<file path="src/rtl/sar_adc_pkg.sv">
// Shared types and width helpers for the SAR ADC controller.
package sar_adc_pkg;

  typedef enum logic [1:0] {
    IDLE     = 2'd0,
    SAMPLE   = 2'd1,
    TRIAL    = 2'd2,
    COMPLETE = 2'd3
  } state_t;

  // Bits needed to index `count` items; never less than one.
  function automatic int unsigned width_of(input int unsigned count);
    return (count <= 1) ? 1 : $clog2(count);
  endfunction

endpackage

</file>
<file path="src/rtl/sar_adc_ctrl_if.sv">
// Result bus: converted code and channel behind a valid/ready handshake.
interface sar_adc_ctrl_if #(
  parameter int unsigned N    = 8,
  parameter int unsigned CH_W = 2
);

  logic [N-1:0]    result;
  logic [CH_W-1:0] result_ch;
  logic            result_valid;
  logic            result_ready;
  logic            overrun;

  modport master (
    output result, result_ch, result_valid, overrun,
    input  result_ready
  );

  modport slave (
    input  result, result_ch, result_valid, overrun,
    output result_ready
  );

endinterface

</file>
<file path="src/rtl/sar_result_buf.sv">
// Single-entry result holding register with valid/ready and sticky overrun.
module sar_result_buf #(
  parameter int unsigned N    = 8,
  parameter int unsigned CH_W = 2
) (
  input  logic            clk,
  input  logic            rst_n,
  input  logic            load,
  input  logic [N-1:0]    load_code,
  input  logic [CH_W-1:0] load_ch,
  sar_adc_ctrl_if.master  res
);

  logic take;

  assign take = res.result_valid && res.result_ready;

  // A new load always wins over a same-cycle handshake; overwriting an untaken result is an overrun.
  always_ff @(posedge clk) begin
    if (!rst_n) begin
      res.result       <= '0;
      res.result_ch    <= '0;
      res.result_valid <= 1'b0;
      res.overrun      <= 1'b0;
    end else begin
      if (load) begin
        res.result       <= load_code;
        res.result_ch    <= load_ch;
        res.result_valid <= 1'b1;
      end else if (take) begin
        res.result_valid <= 1'b0;
      end

      if (load && res.result_valid && !res.result_ready) begin
        res.overrun <= 1'b1;
      end else if (take) begin
        res.overrun <= 1'b0;
      end
    end
  end

endmodule

</file>
<file path="src/rtl/sar_adc_ctrl.sv">
// Multi-channel successive-approximation ADC controller, single-shot or auto-scan.
module sar_adc_ctrl
  import sar_adc_pkg::*;
#(
  parameter  int unsigned N             = 8,
  parameter  int unsigned CHANNELS      = 4,
  parameter  int unsigned SETTLE_CYCLES = 2,
  localparam int unsigned CH_W          = width_of(CHANNELS)
) (
  input  logic            clk,
  input  logic            rst_n,
  input  logic            start,
  input  logic [CH_W-1:0] ch_sel,
  input  logic            scan_en,
  input  logic            comp_in,
  output logic [CH_W-1:0] mux_sel,
  output logic [N-1:0]    dac_code,
  output logic            busy,
  sar_adc_ctrl_if.master  res
);

  localparam int unsigned CNT_W = width_of(SETTLE_CYCLES + 1);
  localparam int unsigned BIT_W = width_of(N);

  localparam logic [CNT_W-1:0] CNT_LAST = CNT_W'(SETTLE_CYCLES - 1);
  localparam logic [BIT_W-1:0] BIT_MSB  = BIT_W'(N - 1);
  localparam logic [CH_W:0]    CH_LIMIT = (CH_W + 1)'(CHANNELS);
  localparam logic [CH_W-1:0]  CH_LAST  = CH_W'(CHANNELS - 1);

  state_t            state;
  state_t            state_next;
  logic [CNT_W-1:0]  cnt;
  logic [BIT_W-1:0]  bit_idx;
  logic              phase_end;
  logic              accept;
  logic              enter_trial;
  logic              decide;
  logic              complete;
  logic [N-1:0]      trial_mask;
  logic [N-1:0]      sar_decided;

  assign phase_end = (cnt == CNT_LAST);

  // State register.
  always_ff @(posedge clk) begin
    if (!rst_n) begin
      state <= IDLE;
    end else begin
      state <= state_next;
    end
  end

  // Next-state logic.
  always_comb begin
    state_next = state;
    case (state)
      IDLE:     if (start) state_next = SAMPLE;
      SAMPLE:   if (phase_end) state_next = TRIAL;
      TRIAL:    if (phase_end && (bit_idx == '0)) state_next = COMPLETE;
      COMPLETE: state_next = scan_en ? SAMPLE : IDLE;
      default:  state_next = IDLE;
    endcase
  end

  // Control strobes decoded from the current state.
  always_comb begin
    accept      = 1'b0;
    enter_trial = 1'b0;
    decide      = 1'b0;
    complete    = 1'b0;
    case (state)
      IDLE:     accept      = start;
      SAMPLE:   enter_trial = phase_end;
      TRIAL:    decide      = phase_end;
      COMPLETE: complete    = 1'b1;
      default:  ;
    endcase
  end

  // Keep or drop the current trial bit, then raise the next one (if any) on the DAC.
  always_comb begin
    trial_mask  = N'(1) << bit_idx;
    sar_decided = comp_in ? dac_code : (dac_code & ~trial_mask);
    if (bit_idx != '0) begin
      sar_decided = sar_decided | (trial_mask >> 1);
    end
  end

  // Datapath: settle counter, bit index, SAR/DAC register, mux select and busy.
  always_ff @(posedge clk) begin
    if (!rst_n) begin
      cnt      <= '0;
      bit_idx  <= '0;
      dac_code <= '0;
      mux_sel  <= '0;
      busy     <= 1'b0;
    end else begin
      if ((state == SAMPLE) || (state == TRIAL)) begin
        cnt <= phase_end ? '0 : cnt + CNT_W'(1);
      end else begin
        cnt <= '0;
      end

      if (accept) begin
        mux_sel <= ({1'b0, ch_sel} >= CH_LIMIT) ? '0 : ch_sel;
        busy    <= 1'b1;
      end

      if (enter_trial) begin
        dac_code <= N'(1) << BIT_MSB;
        bit_idx  <= BIT_MSB;
      end

      if (decide) begin
        dac_code <= sar_decided;
        if (bit_idx != '0) begin
          bit_idx <= bit_idx - BIT_W'(1);
        end
      end

      if (complete) begin
        dac_code <= '0;
        if (scan_en) begin
          mux_sel <= (mux_sel == CH_LAST) ? '0 : mux_sel + CH_W'(1);
        end else begin
          busy <= 1'b0;
        end
      end
    end
  end

  // Output holding buffer; the final SAR value is still on dac_code during COMPLETE.
  sar_result_buf #(
    .N    (N),
    .CH_W (CH_W)
  ) u_result_buf (
    .clk       (clk),
    .rst_n     (rst_n),
    .load      (complete),
    .load_code (dac_code),
    .load_ch   (mux_sel),
    .res       (res)
  );

endmodule
</file>
<file path="src/flat_wrapper.sv">
// flat-port wrapper written by rule: the top's interface ports become plain ports
module sar_adc_ctrl_flat import sar_adc_pkg::*;
#(
  parameter  int unsigned N             = 8,
  parameter  int unsigned CHANNELS      = 4,
  parameter  int unsigned SETTLE_CYCLES = 2,
  localparam int unsigned CH_W          = width_of(CHANNELS)
)
  (clk, rst_n, start, ch_sel, scan_en, comp_in, mux_sel, dac_code, busy, res_result, res_result_ch, res_result_valid, res_overrun, res_result_ready);
  sar_adc_ctrl_if #(.N(N)) res_i ();
  input  logic clk;
  input  logic rst_n;
  input  logic start;
  input  logic [CH_W-1:0] ch_sel;
  input  logic scan_en;
  input  logic comp_in;
  output logic [CH_W-1:0] mux_sel;
  output logic [N-1:0] dac_code;
  output logic busy;
  output wire logic [$bits(res_i.result)-1:0] res_result;
  output wire logic [$bits(res_i.result_ch)-1:0] res_result_ch;
  output wire logic [$bits(res_i.result_valid)-1:0] res_result_valid;
  output wire logic [$bits(res_i.overrun)-1:0] res_overrun;
  input wire logic [$bits(res_i.result_ready)-1:0] res_result_ready;
  assign res_result = res_i.result;
  assign res_result_ch = res_i.result_ch;
  assign res_result_valid = res_i.result_valid;
  assign res_overrun = res_i.overrun;
  assign res_i.result_ready = res_result_ready;
  sar_adc_ctrl #(.N(N), .CHANNELS(CHANNELS), .SETTLE_CYCLES(SETTLE_CYCLES)) u_core (.clk(clk), .rst_n(rst_n), .start(start), .ch_sel(ch_sel), .scan_en(scan_en), .comp_in(comp_in), .mux_sel(mux_sel), .dac_code(dac_code), .busy(busy), .res(res_i));
endmodule
</file>
<file path="config.mk">
export PLATFORM = sky130hd
export DESIGN_NAME = sar_adc_ctrl_flat
export DESIGN_NICKNAME = d
export VERILOG_FILES = /design/src/rtl/sar_adc_pkg.sv /design/src/rtl/sar_adc_ctrl_if.sv /design/src/rtl/sar_result_buf.sv /design/src/rtl/sar_adc_ctrl.sv /design/src/flat_wrapper.sv
export SDC_FILE = /design/constraint.sdc
export NUM_CORES = 1
export LEC_CHECK = 0
export CORE_MARGIN = 2
export CORE_UTILIZATION = 45
export CTS_BUF_LIST = sky130_fd_sc_hd__clkbuf_16
export DETAILED_ROUTE_END_ITERATION = 10
export PLACE_DENSITY = 0.77
export SLEW_MARGIN = 20
export SYNTH_ARGS = -nofsm -noshare
export SYNTH_HDL_FRONTEND = slang
export SYNTH_HIERARCHICAL = 1
export SYNTH_SLANG_ARGS = --single-unit
</file>
<file path="constraint.sdc">
create_clock -name clk -period 2.74 [get_ports clk]
set_input_delay 0.822 -clock clk [delete_from_list [all_inputs] [get_ports clk]]
set_output_delay 0.822 -clock clk [all_outputs]
set_load 0.005 [all_outputs]
</file>
==> flow_summary_export.csv, run 1 <==
group,metric,value,unit
synthesis,ys_seq_elements,30,
sta,drv_slew,0,
synthesis,synthMuxAreaShare,8.29,%
die,core_area,3080,sq um
clock_network,numCtsBuffers,5,
global_routing,antenna_found_initial,0,
die,core.rowCount,20,
power,p_switching,0.000455,W
routing,drc_errors,0,
die,die-area,3760,sq um
clock_network,clk_latency,0.27,ns
power,pwr-share-comb,28.5,%
outcome,status,"finished, final reports clean",
layout,nets,215,
worst_setup_path,end_kind,"primary output",
die,start_util,48.0,%
placed_design,port_buffers,30,
layout,layout_common_cells,"clkdlybuf4s50_1 (30), dfxtp_1 (30), nor2_1 (16), nand2_1 (16)",
worst_setup_path,cp_slowest_stage_delay,0.53,ns
layout,area_growth_syn_to_layout,29.8,%
routing,drt_wl_total,3240,microns
power,peakVddDrop,0.657,mV
synthesis,yosysTopAreaCell,"dfxtp_1",
global_routing,grtUsageTotal,19.5,%
sta,worstMarginPinSlew,0.757,ns
synthesis,syn-cell-area,1480,sq um
sta,skew,0.00236,ns
clock_network,cts.htree.levels,2,
synthesis,synth_compound_area_share,14.8,%
worst_setup_path,crit_buf_inv,1,
synthesis,synth_top_family_by_area,"simple AND/OR/NAND/NOR gates",
global_routing,grt_pass1_vias,1214,
worst_hold_path,hold_path.class,"reg2reg",
sta,fin_crit_sh,73.8,%
routing,wl_per_cell,13.5,microns
clock_network,root_buffer,"clkbuf_16",
worst_hold_path,hold_path_depth,1,
routing,dr.pass1.iters,4,
clock_network,clockBufferDepth,2,
worst_setup_path,worstPathMaxFanout,5,
sta,fin_crit,2.02,ns
sta,setup_violations,0,
layout,antenna_cells,0,
sta,rsz0062_at_grt,"no",
clock_network,postCtsSetupBuffers,0,
sta,setup-tns-final,0,ns
die,io_pins,31,
layout,layout.cells.non_filler,240,
sta,timing.fmax,495,MHz
die,die_w,61.3,microns
synthesis,synthCells,163,
synthesis,synthTopCellsByArea,"dfxtp_1 (41%), ha_1 (10%), mux2i_1 (6.8%)",
synthesis,synth_fa_ha_area_share,10.2,%
synthesis,synth-simple-area-share,19.5,%
worst_setup_path,cp_data_arrival_time,1.20,ns
global_routing,overflow,0,
global_routing,grt_pass1_wl,5350,microns
power,p_per_area,745,nW/um^2
routing,drt_iter0_markers,71,
worst_setup_path,setup.worst_path.start_class,"flop",
layout,layout-drive-gt1-share,6.63,%
worst_setup_path,worst_path_dominant_cell_family,"buffers and inverters",
clock_network,clk_pin_slew,0.05,ns
routing,vias,1293,
routing,viasPerCell,5.39,
power,p_leak,0.742,nW
synthesis,synth-xor-area-share,0,%
global_routing,grt_max_degree,24,
worst_setup_path,rr_worst_depth,5,
worst_setup_path,cp.required,1.92,ns
worst_setup_path,slowest_stage,"clkdlybuf4s50_1",
power,swShare,31.8,%
power,clkPwrFrac,35.1,%
power,p_int,0.000976,W
clock_network,cts_resized,0,
worst_setup_path,path_class,"reg2out",
placed_design,dp_hpwl,2330,microns
clock_network,clock_sinks,30,
sta,relSlewSlack,49.5,%
synthesis,yosysWarnings,6,
placed_design,place_congestion,0.853,
die,die_h,61.3,microns
routing,drtAntennaViolNets,0,
power,seqPwrFrac,36.4,%
worst_setup_path,worstPathCellList,"clkdlybuf4s50_1",
synthesis,postSynthAreaPerCell,9.07,sq um
synthesis,synth_top_area_share,40.6,%
placed_design,placedCellCount,232,
synthesis,synth.distinct_cells,36,
worst_setup_path,cp.depth,1,
synthesis,synthesis.nets,183,
clock_network,cts_tree,"done",
synthesis,ys_seq_area_share,40.6,%
run,maxCapViolCount,0,
sta,hold_viol,0,
clock_network,hold_buffers,0,
worst_setup_path,reg2reg_setup_slack,0.90,ns
[logic make-up after synthesis]
logic type	Yosys count
buffers and inverters	17
and+or+nand+nor	59
adders and majority gates	12
AOI/OAI and AO/OA	33
DFF	30
muxes	12
[stage by stage]
stage               hold slack, ns  worst slack, ns  power [W]  instance area, sq um  utilization (%)
floorplan                    0.398             1.25   0.000840                  1480                -
global placement             0.407            0.654   0.000909                  1780             57.9
detailed placement           0.417            0.605   0.000926                  1780             57.9
CTS                          0.424            0.705    0.00144                  1920             62.4
global route                 0.450            0.677    0.00152                  1920             62.4
finish                       0.425            0.718    0.00143                  1920             62.4
[worst paths after layout]
check                                                        to                         start
worst min register to register         u_core/cnt[0]$_SDFF_PP0_      u_core/cnt[0]$_SDFF_PP0_
worst max register to register  u_core/dac_code[0]$_SDFFE_PP0P_      u_core/cnt[0]$_SDFF_PP0_
worst min-delay path                   u_core/cnt[0]$_SDFF_PP0_      u_core/cnt[0]$_SDFF_PP0_
worst max-delay path                                 mux_sel[0]  u_core/mux_sel[0]$_SDFF_PN0_
[power groups by stage]
stage               Sequential, W  Clock, W  Combinational (W)
finish                   0.000520  0.000502           0.000408
global route             0.000527  0.000538           0.000456
CTS                      0.000520  0.000516           0.000406
detailed placement       0.000529         0           0.000398
global placement         0.000525         0           0.000384
floorplan                0.000521         0           0.000319
[sequential cells by signal, indices dropped and copies added, names as in the netlist]
register and cells:
u_core/state 2, u_core/mux_sel 2, u_core/u_result_buf/res.result_valid 1, u_core/u_result_buf/res.overrun 1, u_core/busy 1, u_core/u_result_buf/res.result_ch 2, u_core/dac_code 8, u_core/u_result_buf/res.result 8
u_core/bit_idx 3, u_core/cnt 2
[layout make-up]
type,count,area (sq um)
timing repair buffer,30,300
inverter,12,45.0
clock inverter,3,12.5
multi-input combinational,116,781
sequential,30,601
fill,273,1160
clock buffer,5,125
tap,44,55.1
[synth_stat cells, drive strengths merged]
cell type   n
dfxtp      30
nor2       17
nand2      16
a21oi      13
ha         12
inv        12
mux2i      10
a31oi       8
nand3       8
nor2b       7
buf         4
a211o       2
a211oi      2
a311oi      2
and3        2
and3b       2
mux2        2
nand2b      2
nor3        2
o21ai       2
and4b       1
clkbuf      1
nand3b      1
nor3b       1
o21a        1
o221ai      1
o32ai       1
o41ai       1
[metal layers]
metal,track usage (%),share of wire (%)
met5,0,0
met4,10.2,1.8
met3,4.83,4.9
met2,33.0,51
met1,22.6,42
No activity file was read; power rests on OpenSTA's default activity.
==> inputs of run 2 (changes only) <==
- clock period: 2.74 -> 2 ns (I/O delays scaled with it)
==> run 2 against run 1 <==
Compared with the run above:
- count of clock-buffer cells in the layout did not move
- worst hold slack got worse by 0.0098 ns
- flip-flop and latch count did not move
- register-to-register slack got worse by 0.53 ns
- sequential share of layout area fell by 0.48 points
- non-clock buffer count rose by 4
- routed wire length rose by 2.1%
- via count rose by 3.2%
- final area rose by 1.6%
- combinational power rose by 41%
- critical endpoint is now dac_code[3]
- largest cell class unchanged
- largest power group unchanged
- highest routed layer unchanged
==> flow_summary_export.csv, run 2 (synthesized netlist as in run 1, its figures left out) <==
group,metric,value,unit
outcome,status,"finished, final reports clean",
power,p_switching,0.000629,W
power,p_leak,0.762,nW
routing,drt_wl_total,3310,microns
worst_hold_path,hold_path.class,"reg2reg",
worst_setup_path,crit_buf_inv,1,
layout,nets,219,
worst_setup_path,cp_slowest_stage_delay,0.53,ns
global_routing,grtUsageTotal,20.1,%
worst_setup_path,cp_data_arrival_time,1.21,ns
placed_design,placed_area,1810,sq um
routing,wl_per_cell,13.5,microns
worst_setup_path,crit_path_end,"dac_code[3]",
worst_setup_path,cp-startpoint,"u_core/dac_code[3]$_SDFFE_PP0P_",
worst_setup_path,cp.depth,1,
routing,wl_met1,1400,microns
routing,drtAntennaViolNets,0,
sta,setup-tns-final,0,ns
sta,timing.fmax,554,MHz
global_routing,grt_pass1_wl,5450,microns
clock_network,clockBufferDepth,2,
worst_setup_path,rr_worst_depth,6,
power,pwr-share-comb,29.1,%
die,core.rowCount,20,
sta,relSlewSlack,74.9,%
layout,antenna_cells,0,
placed_design,place_congestion,0.880,
layout,fill_cells,274,
sta,setup_violations,0,
worst_setup_path,worstPathCellList,"clkdlybuf4s50_1",
power,clkPwrFrac,34.9,%
clock_network,postCtsSetupBuffers,0,
clock_network,cts_resized,0,
global_routing,grt_pass1_vias,1246,
sta,skew,0.00103,ns
worst_setup_path,setup.worst_path.start_class,"flop",
power,p_int,0.00135,W
layout,fin_area,1950,sq um
routing,wl_met3,154,microns
clock_network,clock_sinks,30,
routing,drt_iter0_markers,45,
sta,fin_crit_sh,90.3,%
worst_setup_path,path_class,"reg2out",
sta,hold_viol,0,
power,seqPwrFrac,36.0,%
routing,vias,1334,
sta,worstMarginPinSlew,0.376,ns
global_routing,overflow,0,
clock_network,cts_tree,"done",
worst_setup_path,slowest_stage,"clkdlybuf4s50_1",
die,die_w,61.3,microns
layout,reg_top3,"u_core/dac_code: 8 flops, u_core/u_result_buf/res.result: 8 flops, u_core/bit_idx: 3 flops",
die,start_util,48.0,%
layout,area_growth_syn_to_layout,31.8,%
power,p_per_area,1010,nW/um^2
die,die-area,3760,sq um
clock_network,cts.htree.levels,2,
layout,layout-drive-gt1-share,8.50,%
worst_setup_path,r2r_start,"u_core/bit_idx[0]$_SDFF_PN0_",
worst_setup_path,worst_path_dominant_cell_family,"buffers and inverters",
worst_setup_path,end_kind,"primary output",
clock_network,numCtsBuffers,5,
routing,dr.pass1.iters,4,
sta,drv_slew,0,
layout,layout_common_cells,"clkdlybuf4s50_1 (30), dfxtp_1 (30), nor2_1 (16), nand2_1 (16)",
routing,dr.max_layer_used,"met4",
layout,seq_area,601,sq um
placed_design,dp_hpwl,2370,microns
sta,fin_crit,1.81,ns
clock_network,clk_pin_slew,0.05,ns
clock_network,root_buffer,"clkbuf_16",
worst_setup_path,reg2reg_setup_slack,0.37,ns
global_routing,antenna_found_initial,0,
clock_network,clk_latency,0.27,ns
clock_network,hold_buffers,0,
routing,viasPerCell,5.47,
sta,rsz0062_at_grt,"no",
worst_setup_path,worstPathMaxFanout,4,
worst_setup_path,reg2reg_to,"u_core/bit_idx[2]$_SDFF_PN0_",
worst_setup_path,cp.required,1.40,ns
die,core_area,3080,sq um
placed_design,port_buffers,30,
routing,met2_length,1670,microns
layout,multi_input_area,781,sq um
sta,finalHoldWorstSlack,0.415,ns
die,die_h,61.3,microns
power,swShare,31.8,%
global_routing,grt_max_degree,16,
die,io_pins,31,
run,maxCapViolCount,0,
routing,drc_errors,0,
power,peakVddDrop,0.584,mV
## run 2: changes by cell type in the layout (fill, tap and decap cells not counted)
cell	previous run	this run
buf_4	0	4
## run 2: worst min-delay path by stage
stage / startpoint / endpoint / slack, ns / cells after the start
finish: u_core/cnt[0]$_SDFF_PP0_ / u_core/cnt[0]$_SDFF_PP0_ / 0.42 / 1
detailed placement: u_core/cnt[0]$_SDFF_PP0_ / u_core/cnt[0]$_SDFF_PP0_ / 0.41 / 1
global placement: u_core/cnt[0]$_SDFF_PP0_ / u_core/cnt[0]$_SDFF_PP0_ / 0.41 / 1
floorplan: u_core/cnt[0]$_SDFF_PP0_ / u_core/cnt[0]$_SDFF_PP0_ / 0.40 / 1
CTS: u_core/cnt[0]$_SDFF_PP0_ / u_core/cnt[0]$_SDFF_PP0_ / 0.42 / 1
global route: u_core/cnt[0]$_SDFF_PP0_ / u_core/cnt[0]$_SDFF_PP0_ / 0.45 / 1
## run 2: stage by stage
step | worst slack [ns] | std cells | utilization, % | total power, W
after global routing | 0.154 | 244 | 63.3 | 0.00210
after floorplan | 0.514 | 163 | - | 0.00115
final | 0.194 | 244 | 63.3 | 0.00198
after global placement | 0.194 | 236 | 58.9 | 0.00126
after detailed placement | 0.161 | 236 | 58.9 | 0.00129
after CTS | 0.193 | 244 | 63.3 | 0.00199
## run 2: power groups by stage
| stage | Sequential [W] | Combinational, W | Clock, W |
|---|---|---|---|
| CTS | 0.000713 | 0.000573 | 0.000705 |
| global route | 0.000722 | 0.000647 | 0.000733 |
| floorplan | 0.000714 | 0.000437 | 0 |
| detailed placement | 0.000724 | 0.000564 | 0 |
| finish | 0.000712 | 0.000575 | 0.000691 |
| global placement | 0.000718 | 0.000545 | 0 |
## run 2: area by class of cell
| cell class | instances | share of cell area (%) |
|---|---|---|
| multi-input cells | 116 | 40.1 |
| inverters | 12 | 2.31 |
| clock buffers | 5 | 6.42 |
| repair buffers | 34 | 16.9 |
| flip-flops and latches | 30 | 30.8 |
| well taps | 44 | 2.82 |
| clock inverters | 3 | 0.642 |
## run 2: metal layers
layer  global-route usage [%]  vias to the layer above
met5                        0                        -
met1                     23.2                      638
met4                     14.0                        0
li1                         -                      639
met3                     4.41                        9
met2                     33.1                       48
